## src/rtl/fetch_pkg.sv

```systemverilog
// Shared types and constants for the instruction fetch front end.
package fetch_pkg;

    typedef enum logic [1:0] {
        FETCH = 2'd0,
        DRAIN = 2'd1,
        HALT  = 2'd2
    } fetch_state_e;

    localparam int WORD_BYTES = 4;
    localparam int PC_W       = 32;
    localparam int ENTRY_W    = 2 * PC_W;

endpackage

```

## src/rtl/fetch_fifo.sv

```systemverilog
// Small synchronous FIFO of {pc, inst} entries with a single-cycle flush.
module fetch_fifo
    import fetch_pkg::*;
#(
    parameter int DEPTH = 4
) (
    input  logic                     clk_i,
    input  logic                     rst_ni,
    input  logic                     flush_i,
    input  logic                     push_i,
    input  logic [ENTRY_W-1:0]       entry_i,
    input  logic                     pop_i,
    output logic                     valid_o,
    output logic [ENTRY_W-1:0]       entry_o,
    output logic [$clog2(DEPTH):0]   count_next_o
);

    localparam int AW = $clog2(DEPTH);
    localparam int CW = AW + 1;

    logic [ENTRY_W-1:0] mem_q [DEPTH];
    logic [AW-1:0]      wr_q;
    logic [AW-1:0]      rd_q;
    logic [CW-1:0]      count_q;
    logic [CW-1:0]      count_d;
    logic               push_ok;
    logic               pop_ok;

    assign push_ok = push_i && (count_q != CW'(DEPTH));
    assign pop_ok  = pop_i && (count_q != '0);

    // Flush wins over any push or pop happening in the same cycle.
    always_comb begin
        count_d = count_q;
        if (flush_i) begin
            count_d = '0;
        end else begin
            case ({push_ok, pop_ok})
                2'b10:   count_d = count_q + CW'(1);
                2'b01:   count_d = count_q - CW'(1);
                default: count_d = count_q;
            endcase
        end
    end

    always_ff @(posedge clk_i or negedge rst_ni) begin
        if (!rst_ni) begin
            wr_q    <= '0;
            rd_q    <= '0;
            count_q <= '0;
            for (int i = 0; i < DEPTH; i++) begin
                mem_q[i] <= '0;
            end
        end else begin
            count_q <= count_d;
            if (flush_i) begin
                wr_q <= '0;
                rd_q <= '0;
            end else begin
                if (push_ok) begin
                    mem_q[wr_q] <= entry_i;
                    wr_q        <= wr_q + AW'(1);
                end
                if (pop_ok) begin
                    rd_q <= rd_q + AW'(1);
                end
            end
        end
    end

    assign valid_o      = (count_q != '0);
    assign entry_o      = mem_q[rd_q];
    assign count_next_o = count_d;

endmodule

```

## src/rtl/fetch_queue.sv

```systemverilog
// Fetch front end: tracks the fetch PC, issues one word read at a time and
// buffers returned instructions with their PCs for the decode stage.
module fetch_queue
    import fetch_pkg::*;
#(
    parameter int           DEPTH    = 4,
    parameter logic [31:0]  RESET_PC = 32'h0000_0000
) (
    input  logic        clock,
    input  logic        reset,
    input  logic        redirect,
    input  logic [31:0] redirect_pc,
    output logic        mem_req,
    output logic [29:0] mem_addr,
    input  logic        mem_ack,
    input  logic [31:0] mem_rdata,
    output logic        inst_valid,
    output logic [31:0] inst,
    output logic [31:0] inst_pc,
    input  logic        inst_ready,
    output logic        except
);

    localparam int CW = $clog2(DEPTH) + 1;

    fetch_state_e       state_q, state_d;
    logic [PC_W-1:0]    fetch_pc_q, fetch_pc_d;
    logic               mem_req_q, mem_req_d;
    logic [PC_W-3:0]    mem_addr_q, mem_addr_d;
    logic               except_q, except_d;

    logic               ack_valid;
    logic               flush;
    logic               push;
    logic               pop;
    logic               room;
    logic [CW-1:0]      count_next;
    logic [PC_W-1:0]    pc_next_seq;
    logic [ENTRY_W-1:0] head;

    assign ack_valid   = mem_ack && mem_req_q;
    assign flush       = redirect && (state_q != HALT);
    assign push        = ack_valid && (state_q == FETCH) && !flush;
    assign pop         = inst_valid && inst_ready;
    assign room        = (count_next < CW'(DEPTH));
    assign pc_next_seq = fetch_pc_q + PC_W'(WORD_BYTES);

    fetch_fifo #(
        .DEPTH (DEPTH)
    ) u_fifo (
        .clk_i        (clock),
        .rst_ni       (reset),
        .flush_i      (flush),
        .push_i       (push),
        .entry_i      ({fetch_pc_q, mem_rdata}),
        .pop_i        (pop),
        .valid_o      (inst_valid),
        .entry_o      (head),
        .count_next_o (count_next)
    );

    // A raised request holds its address until acked; a redirect only
    // takes over the request slot once nothing is left in flight.
    always_comb begin
        state_d    = state_q;
        fetch_pc_d = fetch_pc_q;
        mem_req_d  = mem_req_q;
        mem_addr_d = mem_addr_q;
        except_d   = except_q;

        case (state_q)
            FETCH: begin
                if (ack_valid) begin
                    fetch_pc_d = pc_next_seq;
                    mem_req_d  = room;
                    mem_addr_d = pc_next_seq[PC_W-1:2];
                end else if (!mem_req_q) begin
                    mem_req_d  = room;
                    mem_addr_d = fetch_pc_q[PC_W-1:2];
                end
            end
            DRAIN: begin
                if (ack_valid) begin
                    state_d    = FETCH;
                    mem_req_d  = room;
                    mem_addr_d = fetch_pc_q[PC_W-1:2];
                end
            end
            default: begin
                mem_req_d = 1'b0;
            end
        endcase

        if (flush) begin
            if (redirect_pc[1:0] != 2'b00) begin
                state_d   = HALT;
                except_d  = 1'b1;
                mem_req_d = 1'b0;
            end else begin
                fetch_pc_d = redirect_pc;
                if (mem_req_q && !mem_ack) begin
                    state_d    = DRAIN;
                    mem_req_d  = 1'b1;
                    mem_addr_d = mem_addr_q;
                end else begin
                    state_d    = FETCH;
                    mem_req_d  = 1'b1;
                    mem_addr_d = redirect_pc[PC_W-1:2];
                end
            end
        end
    end

    always_ff @(posedge clock or negedge reset) begin
        if (!reset) begin
            state_q    <= FETCH;
            fetch_pc_q <= RESET_PC;
            mem_req_q  <= 1'b0;
            mem_addr_q <= RESET_PC[PC_W-1:2];
            except_q   <= 1'b0;
        end else begin
            state_q    <= state_d;
            fetch_pc_q <= fetch_pc_d;
            mem_req_q  <= mem_req_d;
            mem_addr_q <= mem_addr_d;
            except_q   <= except_d;
        end
    end

    assign mem_req  = mem_req_q;
    assign mem_addr = mem_addr_q;
    assign except   = except_q;
    assign inst     = head[PC_W-1:0];
    assign inst_pc  = head[ENTRY_W-1:PC_W];

endmodule

```

## config.mk

```make
export PLATFORM = sky130hd
export DESIGN_NAME = fetch_queue
export DESIGN_NICKNAME = d
export VERILOG_FILES = /design/src/rtl/fetch_pkg.sv /design/src/rtl/fetch_fifo.sv /design/src/rtl/fetch_queue.sv
export SDC_FILE = /design/constraint.sdc
export NUM_CORES = 1
export LEC_CHECK = 0
export BUFFER_PORTS_ARGS = -buffer_cell sky130_fd_sc_hd__buf_2
export CORE_MARGIN = 4
export CORE_UTILIZATION = 48
export DETAILED_ROUTE_END_ITERATION = 7
export PLACE_DENSITY = 0.71
export SETUP_SLACK_MARGIN = 0.15
export SYNTH_ARGS = -nofsm -noshare
export SYNTH_HDL_FRONTEND = slang
export SYNTH_HIERARCHICAL = 1
export SYNTH_SLANG_ARGS = --single-unit
export TNS_END_PERCENT = 100
```

## constraint.sdc

```tcl
create_clock -name clock -period 4.8 [get_ports clock]
set_clock_uncertainty 0.2 [all_clocks]
set_input_delay 0.72 -clock clock [delete_from_list [all_inputs] [get_ports clock]]
set_output_delay 0.72 -clock clock [all_outputs]
set_load 0.02 [all_outputs]
```

==> run_results.csv, run 1 <==
group,metric,value,unit
synth,synth_ff_type,"dfrtp_1",
clock_tree,clk_latency,0.52,ns
worst_setup_path,critical_path_buf_inv_count,2,
power_and_ir_drop,power_density,370.0,nW/µm²
synth,synth_nets,1237,
route,dr.first_iter.drc_count,660,
worst_setup_path,worstPathCellList,"buf_4 > mux4_2 > buf_2",
worst_setup_path,path_class,"reg -> out",
place,gp_routability_congestion,0.8585,
floorplanning,placementRows,68,
route,vias,10390,
route,drc,0,
power_and_ir_drop,combinationalPowerShare,11.6,%
route,wl_per_cell,22.23,µm
worst_setup_path,r2r_end,"mem_req$_DFFE_PN0P_",
floorplanning,core-area,34630,µm²
finish,nFillCells,2767,
power_and_ir_drop,p_sw,1.888,mW
floorplanning,die_x,195.7,µm
route,routed_wl,39.55,mm
synth,synth-async-reset-ratio,100.0,%
worst_setup_path,regToRegSetupSlack,1.57,ns
worst_setup_path,r2r_start,"mem_req$_DFFE_PN0P_",
global_route,grt_pass1_vias,10950,
clock_tree,cts_tree,"yes",
timing,layout_setup_ws,1.200,ns
clock_tree,cts_resized,0,
clock_tree,postCtsHoldBufs,0,
synth,yosys_register_bits,329,
synth,synthTopCellsByArea,"dfrtp_1 (49%), mux2_4 (21%), mux4_2 (8.5%)",
floorplanning,die_h,195.7,µm
worst_setup_path,cp_data_arrival_time,2.68,ns
timing,fin_worst_hold_slack,0.06740,ns
power_and_ir_drop,p_leak,8.815,nW
clock_tree,cts_made_buffers,37,
clock_tree,clockBufferDepth,3,
worst_setup_path,worstPathRequired,3.88,ns
finish,drive_gt1_share,42.86,%
clock_tree,post-cts-setup-buffers,0,
route,first_pass_iters,6,
place,port_buffers,165,
worst_setup_path,path_delay_family,"flip-flops",
worst_setup_path,crit_path_top_delay_cell,"dfrtp_4",
timing,drv_slew,0,
power_and_ir_drop,p_int,5.168,mW
clock_tree,cts_root_buf,"clkbuf_16",
worst_setup_path,critPathMaxStageDelay,1.03,ns
timing,maxSlewHeadroom,23.70,%
synth,synth_cells,1161,
clock_tree,clock-sinks,329,
timing,finalHoldViolations,0,
clock_tree,clkTransAtPathRegs,0.06,ns
synth,ys_types,62,
route,ant_nets,0,
clock_tree,h-tree-depth,2,
synth,synth_top_area_cell,"dfrtp_1",
global_route,grt_pass1_wl,63.42,mm
power_and_ir_drop,seqPwrFrac,46.7,%
synth,yosysSeqAreaShare,48.66,%
floorplanning,ioPinCount,166,
timing,fmax,277.8,MHz
timing,finalSetupTns,0,ns
floorplanning,die_area,38310,µm²
global_route,grt_max_degree,112,
worst_hold_path,hold_class,"in -> async",
synth,ys_warn_count,6,
finish,area_growth,12.73,%
timing,period_share,75.00,%
timing,rsz0062_at_grt,"false",
worst_setup_path,worstSetupEndpointType,"primary output",
finish,design_area,19070,µm²
worst_setup_path,worst-path-max-fanout,43,
timing,fin_crit,3.600,ns
floorplanning,initial_utilization,48.86,%
global_route,antenna_found_initial,0,
synth,yosysTopAreaCellShare,48.66,%
finish,fin_nets,1373,
power_and_ir_drop,swShare,26.76,%
timing,tightestPinTransition,1.144,ns
run,drv_cap,0,
global_route,grt.total_usage,20.39,%
finish,finish.utilization,55.08,%
status,outcome,"complete, no violations",
timing,final-setup-viol-count,0,
place,place_ws,1.361,ns
global_route,grt-ovfl-total,0,
power_and_ir_drop,irDropWorstVdd,447.2,µV
place,placedInstanceArea,17790,µm²
worst_setup_path,startpoint,"u_fifo/rd_q[0]$_DFFE_PN0P_",
route,viasPerCell,5.843,
place,hpwlAfterDp,25.32,mm
synth,syn_area_per_cell,14.57,µm²
synth,synthesis.area,16920,µm²
worst_setup_path,crit_path_start_kind,"flop",
worst_setup_path,rr_worst_depth,12,
synth,synth_edf_count,0,
power_and_ir_drop,clockPowerShare,41.8,%
synth_stat cells (all sizes together), types with 14 or more instances:
cell,number
a21oi,25
buf,49
clkbuf,40
dfrtp,329
mux2,257
mux4,64
nand2,57
nand3,14
nand4,14
nor2,38
nor3,21
o21ai,50
xnor2,24
cells in the final DEF, fill, tap and decap left out, types with 6 or more instances in the layout:
master,netlist,layout
a21o_1,6,6
a21oi_1,25,25
a22oi_1,13,13
a31oi_1,6,6
and2_1,7,7
and3_1,9,9
and4_1,8,8
buf_12,28,7
buf_2,15,164
buf_4,2,14
clkbuf_1,40,8
clkbuf_16,0,39
clkbuf_8,0,9
dfrtp_1,329,327
ha_1,6,6
inv_1,9,9
mux2_1,16,16
mux2_4,240,240
mux2i_1,6,6
mux4_2,64,64
nand2_1,57,57
nand3_1,13,13
nand4_1,14,14
nor2_1,38,38
nor3_1,21,20
nor4_1,10,9
o21ai_0,50,49
o31ai_1,6,6
or3_1,7,7
xnor2_1,24,24
xor2_1,9,9
cell type report:
class	count	area, µm²	area share, %
antenna	1	2.502	0.01312
clock buffer	56	1130	5.924
clock inverter	9	148.9	0.7807
inverter	9	33.78	0.1771
multi-input combinational	734	7866	41.25
sequential	329	8240	43.21
tap	455	569.3	2.985
timing repair buffer	186	1081	5.668
layer usage:
layer  up-vias  share of wire (%)  track usage (%)
met4         0                1.5            3.879
met5         -                  0                0
met3        51                7.0            3.555
li1       4602                  -                -
met1      5315                 46            30.71
met2       426                 45            31.58
power by group through the flow:
stage	registers [mW]	logic (mW)	clock network, mW
final	3.29	0.816	2.95
after global routing	3.34	0.889	3.14
after CTS	3.30	0.828	3.02
after detailed placement	3.35	0.825	0
after global placement	3.34	0.812	0
after floorplan	3.07	0.731	0
state kept, by name (all words and copies together) (netlist names):
register        cells
except              1
fetch_pc_q         32
mem_addr           30
mem_req             1
state_q             2
u_fifo/count_q      3
u_fifo/mem_q      256
u_fifo/rd_q         2
u_fifo/wr_q         2
stage by stage:
| stage | power (mW) | cells |
|---|---|---|
| 6_report | 7.056 | 1779 |
| 5_1_grt | 7.368 | 1778 |
| 4_1_cts | 7.145 | 1778 |
| 3_5_place_dp | 4.174 | 1713 |
| 3_3_place_gp | 4.153 | 1713 |
| 2_1_floorplan | 3.800 | 1161 |
worst max-delay path by stage:
stage / to / slack (ns) / cells past startpoint
floorplan: mem_req$_DFFE_PN0P_ / 1.12 / 15
global placement: mem_req$_DFFE_PN0P_ / 1.39 / 13
detailed placement: mem_req$_DFFE_PN0P_ / 1.36 / 13
CTS: inst_pc[29] / 1.10 / 3
global route: inst_pc[29] / 0.98 / 3
finish: inst_pc[29] / 1.20 / 3
cells by family after synthesis:
| family | share of synthesized area, % |
|---|---|
| AO/OA/AOI/OAI | 6.094 |
| XOR/XNOR | 1.708 |
| AND/OR/NAND/NOR | 6.648 |
| flip-flops | 48.66 |
| multiplexers | 31.30 |
| adder cells (fa/ha/maj) | 0.5620 |
| buffers and inverters | 5.021 |
worst register-to-register path, delay by kind of cell (launching register included):
family | cells | cell delay, ns
flip-flops | 1 | 0.65
AO/OA/AOI/OAI | 3 | 0.48
AND/OR/NAND/NOR | 5 | 0.93
adder cells (fa/ha/maj) | 2 | 0.62
buffers and inverters | 1 | 0.06
XOR/XNOR | 1 | 0.15
No activity file was read; power rests on OpenSTA's default activity.
==> run 2: changes to the inputs <==
--- a/config.mk
+++ b/config.mk
@@ -9,7 +9,7 @@
 export CORE_MARGIN = 4
 export CORE_UTILIZATION = 48
 export DETAILED_ROUTE_END_ITERATION = 7
-export PLACE_DENSITY = 0.71
+export PLACE_DENSITY = 0.73
 export SETUP_SLACK_MARGIN = 0.15
 export SYNTH_ARGS = -nofsm -noshare
 export SYNTH_HDL_FRONTEND = slang
==> constraint.sdc (replaced) <==
create_clock -name clock -period 2.93 [get_ports clock]
set_clock_uncertainty 0.2 [all_clocks]
set_input_delay 0.4395 -clock clock [delete_from_list [all_inputs] [get_ports clock]]
set_output_delay 0.4395 -clock clock [all_outputs]
set_load 0.02 [all_outputs]
==> run_results.csv, run 2 (synthesis results as in run 1) <==
group,metric,value,unit
finish,drive_gt1_share,43.33,%
clock_tree,h-tree-depth,2,
power_and_ir_drop,power,11.92,mW
power_and_ir_drop,p_sw,3.219,mW
worst_hold_path,whs_path_depth,2,
timing,rsz0062_at_grt,"true",
timing,fmax,341.7,MHz
floorplanning,core-area,34630,µm²
place,port_buffers,165,
finish,top_register,"u_fifo/mem_q",
worst_setup_path,regToRegSetupSlack,0.003,ns
timing,fin_crit,2.927,ns
floorplanning,ioPinCount,166,
power_and_ir_drop,combinationalPowerShare,18.2,%
worst_setup_path,crit_path_start_kind,"flop",
timing,period_share,99.89,%
finish,largest_register_ffs,256,
finish,antenna_cells,0,
timing,final-setup-viol-count,0,
global_route,grt_pass1_wl,65.29,mm
clock_tree,clock-sinks,329,
place,place_ws,0.05019,ns
status,outcome,"complete, no violations",
finish,final_common_cell,"dfrtp_1",
worst_setup_path,r2r_start,"u_fifo/count_q[2]$_DFF_PN0_",
worst_setup_path,crit_path_top_delay_cell,"or3_1",
timing,tightestPinTransition,0.5663,ns
global_route,grt_max_degree,91,
clock_tree,cts_tree,"yes",
global_route,grt.total_usage,21.01,%
worst_setup_path,path_class,"reg -> reg",
clock_tree,clk_latency,0.53,ns
clock_tree,cts_root_buf,"clkbuf_16",
run,drv_cap,0,
route,wl_per_cell,21.58,µm
route,ant_nets,0,
clock_tree,cts_made_buffers,37,
global_route,antenna_found_initial,0,
route,vias,10730,
route,first_pass_iters,5,
timing,finalHoldViolations,0,
power_and_ir_drop,p_int,8.700,mW
timing,finalSetupTns,0,ns
worst_setup_path,critPathMaxStageDelay,0.39,ns
route,dr.first_iter.drc_count,672,
worst_setup_path,worstSetupEndpointType,"flop",
global_route,grt-ovfl-total,0,
clock_tree,post-cts-setup-buffers,0,
timing,layout_setup_ws,0.003334,ns
worst_setup_path,worst-path-max-fanout,3,
finish,area_growth,19.51,%
route,viasPerCell,5.687,
worst_setup_path,r2r_end,"mem_req$_DFFE_PN0P_",
worst_setup_path,critical_path_buf_inv_count,0,
finish,fin_nets,1480,
finish,finish.utilization,58.39,%
floorplanning,die_area,38310,µm²
worst_setup_path,worstPathRequired,3.13,ns
worst_hold_path,hp-start,"mem_rdata[11]",
floorplanning,die_h,195.7,µm
place,gp_routability_congestion,0.9238,
worst_setup_path,rr_worst_depth,11,
floorplanning,placementRows,68,
timing,maxSlewHeadroom,62.25,%
floorplanning,die_x,195.7,µm
floorplanning,initial_utilization,48.86,%
power_and_ir_drop,clockPowerShare,40.0,%
worst_setup_path,worstPathCellList,"or3_1 > and2_4 > o31a_1 > ha_2 > fa_2 > xnor2_1 > or3_1 > a21oi_2 > nand2_1 > a21oi_2 > o31ai_2",
power_and_ir_drop,power_density,589.5,nW/µm²
clock_tree,clockBufferDepth,3,
finish,layout_common_cells,"dfrtp_1 (327), mux2_4 (240), buf_2 (154), mux4_2 (64), dlygate4sd3_1 (59)",
worst_hold_path,hold_class,"in -> reg",
worst_hold_path,min_to,"u_fifo/mem_q[203]$_DFFE_PN0P_",
power_and_ir_drop,irDropWorstVdd,541.3,µV
timing,drv_slew,0,
power_and_ir_drop,p_leak,9.334,nW
clock_tree,clkTransAtPathRegs,0.06,ns
power_and_ir_drop,seqPwrFrac,41.8,%
place,hpwlAfterDp,26.32,mm
power_and_ir_drop,swShare,27.01,%
route,drc,0,
global_route,grt_pass1_vias,11380,
worst_setup_path,cp_data_arrival_time,3.13,ns
route,routed_wl,40.70,mm
worst_setup_path,path_delay_family,"simple AND/OR/NAND/NOR gates",
run 2: changes by cell type in the layout (fill, tap and decap cells not counted), moves of 4 or more:
cell and delta:
buf_4 +41, clkbuf_1 +4, buf_6 +7, dlygate4sd3_1 +59, buf_12 +7, buf_2 -10
run 2: worst register-to-register path, stage by stage, from the launching register on:
cell and delay (ns):
dfrtp_1 0.37, or3_1 0.39, and2_4 0.17, o31a_1 0.12
ha_2 0.20, fa_2 0.33, xnor2_1 0.14, or3_1 0.33
a21oi_2 0.23, nand2_1 0.10, a21oi_2 0.14, o31ai_2 0.07
run 2: final cells by class:
type / instances / area, µm²
fill: 2674 / 14410
sequential: 329 / 8238
multi-input combinational: 734 / 7900
timing repair buffer: 293 / 2228
clock buffer: 56 / 1067
tap: 455 / 569.3
clock inverter: 10 / 182.7
inverter: 9 / 33.78
run 2: repair_timing:
| action | CTS | global route |
|---|---|---|
| gates resized for setup | 2 | 26 |
| hold endpoints to repair | 201 | 0 |
| hold buffers | 59 | 0 |
| pin swaps | 0 | 1 |
| endpoints found under the setup margin | 52 | 20 |
| gates cloned | 1 | 1 |
run 2: per-stage QoR:
step	area [µm²]	hold WS, ns	cells
finish	20220	0.03234	1886
detailed placement	18260	0.1902	1759
floorplan	16990	-0.05609	1161
CTS	20130	0.002387	1885
global placement	18260	0.1891	1759
global route	20220	0.01968	1886
run 2: routing by layer:
metal	up-vias	global-route usage (%)	share of wire, %	wire (µm)
met3	53	3.469	5.8	2346
met4	0	5.198	1.9	759
met1	5527	30.68	46	18730
met5	-	0	0	0
met2	347	33.17	46	18860
li1	4799	-	-	-
run 2: how the worst max path moves through the flow:
stage,endpoint,slack [ns],start,cells past startpoint
2_1_floorplan,mem_req$_DFFE_PN0P_,-0.12,state_q[1]$_DFFE_PN0P_,15
3_3_place_gp,mem_req$_DFFE_PN0P_,0.10,u_fifo/count_q[2]$_DFF_PN0_,11
3_5_place_dp,mem_req$_DFFE_PN0P_,0.05,u_fifo/count_q[2]$_DFF_PN0_,11
4_1_cts,mem_req$_DFFE_PN0P_,0.008,u_fifo/count_q[2]$_DFF_PN0_,11
5_1_grt,mem_req$_DFFE_PN0P_,-0.07,u_fifo/count_q[2]$_DFF_PN0_,11
6_report,mem_req$_DFFE_PN0P_,0.003,u_fifo/count_q[2]$_DFF_PN0_,11
run 2: power by group through the flow:
stage | sequential (mW) | clock, mW | combinational (mW)
after floorplan | 5.03 | 0 | 1.21
after global placement | 5.02 | 0 | 1.97
after detailed placement | 5.03 | 0 | 2.00
after CTS | 4.97 | 4.89 | 2.13
after global routing | 5.01 | 5.07 | 2.35
final | 4.98 | 4.77 | 2.17
==> run 3: changes to the inputs <==
--- a/config.mk
+++ b/config.mk
@@ -6,10 +6,12 @@
 export NUM_CORES = 1
 export LEC_CHECK = 0
 export BUFFER_PORTS_ARGS = -buffer_cell sky130_fd_sc_hd__buf_2
+export CELL_PAD_IN_SITES_DETAIL_PLACEMENT = 2
+export CELL_PAD_IN_SITES_GLOBAL_PLACEMENT = 2
 export CORE_MARGIN = 4
-export CORE_UTILIZATION = 48
+export CORE_UTILIZATION = 39
 export DETAILED_ROUTE_END_ITERATION = 7
-export PLACE_DENSITY = 0.73
+export PLACE_DENSITY = 0.81
 export SETUP_SLACK_MARGIN = 0.15
 export SYNTH_ARGS = -nofsm -noshare
 export SYNTH_HDL_FRONTEND = slang
==> run_results.csv, run 3 (synthesis results as in run 1) <==
group,metric,value,unit
timing,fin_crit,2.937,ns
timing,rsz0062_at_grt,"true",
route,viasPerCell,5.596,
floorplanning,core-area,42980,µm²
route,ant_nets,0,
finish,layout_common_cells,"dfrtp_1 (327), mux2_4 (240), buf_2 (110), dlygate4sd3_1 (64), mux4_2 (64)",
worst_setup_path,cp_common_cell,"or3_4",
timing,drv_slew,0,
place,place_ws,-0.02844,ns
worst_setup_path,crit_path_top_delay_cell,"or3_4",
floorplanning,die_x,216.3,µm
run,drv_cap,0,
status,violations,"negative setup slack",
timing,maxSlewHeadroom,40.81,%
worst_setup_path,worstSetupEndpointType,"flop",
global_route,antenna_found_initial,1,
global_route,grt_pass1_wl,86.66,mm
place,port_buffers,165,
global_route,grt_pass1_vias,13330,
worst_setup_path,crit_path_start_kind,"flop",
power_and_ir_drop,p_leak,9.646,nW
finish,final_common_cell,"dfrtp_1",
finish,fin_nets,1510,
power_and_ir_drop,irDropWorstVdd,386.2,µV
worst_setup_path,worst-path-max-fanout,3,
finish,drive_gt1_share,45.02,%
worst_setup_path,worstPathCellList,"or3_4 > and2_4 > o31a_1 > ha_2 > fa_2 > xnor2_2 > or3_4 > a21oi_4 > nand2_1 > a21oi_2 > o31ai_2",
floorplanning,placementRows,76,
global_route,grt_max_degree,84,
timing,final-setup-viol-count,1,
worst_setup_path,cp_data_arrival_time,3.17,ns
clock_tree,cts_tree,"yes",
route,vias,11480,
finish,finish.utilization,49.47,%
floorplanning,initial_utilization,39.36,%
timing,finalHoldViolations,0,
floorplanning,die_h,216.3,µm
clock_tree,cts_root_buf,"clkbuf_16",
clock_tree,clkTransAtPathRegs,0.06,ns
power_and_ir_drop,power,13.23,mW
route,routed_wl,58.79,mm
timing,fmax,340.4,MHz
worst_hold_path,hold_class,"in -> reg",
global_route,grt-ovfl-total,0,
floorplanning,die_area,46780,µm²
timing,period_share,100.3,%
timing,layout_setup_ws,-0.007452,ns
route,drc,0,
clock_tree,clockBufferDepth,3,
route,wl_per_cell,28.65,µm
finish,top_register,"u_fifo/mem_q",
worst_setup_path,worstPathRequired,3.16,ns
status,outcome,"finished with violations",
clock_tree,clock-sinks,329,
global_route,grt.total_usage,24.04,%
clock_tree,cts_made_buffers,41,
clock_tree,h-tree-depth,2,
finish,area_growth,25.67,%
power_and_ir_drop,power_density,622.5,nW/µm²
floorplanning,ioPinCount,166,
clock_tree,clk_latency,0.57,ns
timing,tightestPinTransition,0.8877,ns
place,gp_routability_congestion,0.8115,
worst_setup_path,path_class,"reg -> reg",
finish,largest_register_ffs,256,
route,dr.first_iter.drc_count,730,
place,hpwlAfterDp,34.59,mm
route,first_pass_iters,6,
finish,nFillCells,4043,
worst_setup_path,critPathMaxStageDelay,0.40,ns
-- run 3: path summary, 6_finish.rpt --
path,from,depth (start not counted),endpoint,slack [ns]
setup / recovery,u_fifo/count_q[2]$_DFF_PN0_,11,mem_req$_DFFE_PN0P_,-0.007
hold / removal,redirect_pc[1],3,except$_DFFE_PN0P_,0.08
setup reg to reg,u_fifo/count_q[2]$_DFF_PN0_,11,mem_req$_DFFE_PN0P_,-0.007
hold reg to reg,except$_DFFE_PN0P_,1,except$_DFFE_PN0P_,0.29
min in group asynchronous,reset,2,u_fifo/mem_q[200]$_DFFE_PN0P_,0.35
max in group asynchronous,reset,3,mem_addr[5]$_DFFE_PN0P_,1.41
-- run 3: layer usage --
layer | up-vias | track usage [%] | part of all wire (%)
met2 | 281 | 42.86 | 52
met1 | 6224 | 29.95 | 41
met3 | 102 | 4.613 | 4.1
met5 | - | 0 | 0
met4 | 0 | 6.593 | 2.8
li1 | 4876 | - | -
-- run 3: area by class of cell --
class	count	area (µm²)	share of cell area (%)
Sequential cell	329	8240	38.76
Clock buffer	56	1185	5.573
Tap cell	585	732.0	3.443
Antenna cell	1	2.502	0.01177
Multi-Input combinational cell	734	7940	37.34
Timing Repair Buffer	319	2920	13.74
Clock inverter	19	207.7	0.9769
Inverter	9	33.78	0.1589
-- run 3: repair_timing --
item / 4_1_cts / 5_1_grt
pin swaps: 1 / 5
cloned: 1 / 7
setup buffers: 1 / 8
hold buffers: 64 / 0
resized for setup: 58 / 74
hold endpoints to repair: 244 / 0
endpoints found under the setup margin: 57 / 45
-- run 3: where the power goes --
| part | leakage, nW | switching (mW) | internal [mW] |
|---|---|---|---|
| Combinational | 4.48 | 1.45 | 1.40 |
| Sequential | 4.48 | 0.308 | 4.73 |
| Clock | 0.690 | 2.15 | 3.19 |
| Total | 9.65 | 3.91 | 9.32 |
-- run 3: stage by stage --
| step | hold WS, ns | cell area (µm²) | std cells | setup TNS (ns) |
|---|---|---|---|---|
| 3_5_place_dp | 0.2461 | 18530 | 1895 | -0.02844 |
| 5_1_grt | 0.08393 | 21260 | 2052 | -0.08187 |
| 6_report | 0.08414 | 21260 | 2052 | -0.007452 |
| 4_1_cts | 0.04006 | 20780 | 2036 | -0.04816 |
| 2_1_floorplan | -0.05609 | 16990 | 1161 | -0.1217 |
| 3_3_place_gp | 0.2412 | 18530 | 1895 | 0 |
-- run 3: critical path, delay by kind of cell, from the launching register on --
family                     cells  cell delay (ns)
DFF                            1             0.39
adders and majority gates      2             0.58
and+or+nand+nor                4             0.99
AOI/OAI and AO/OA              4             0.49
xor gates and xnor gates       1             0.15
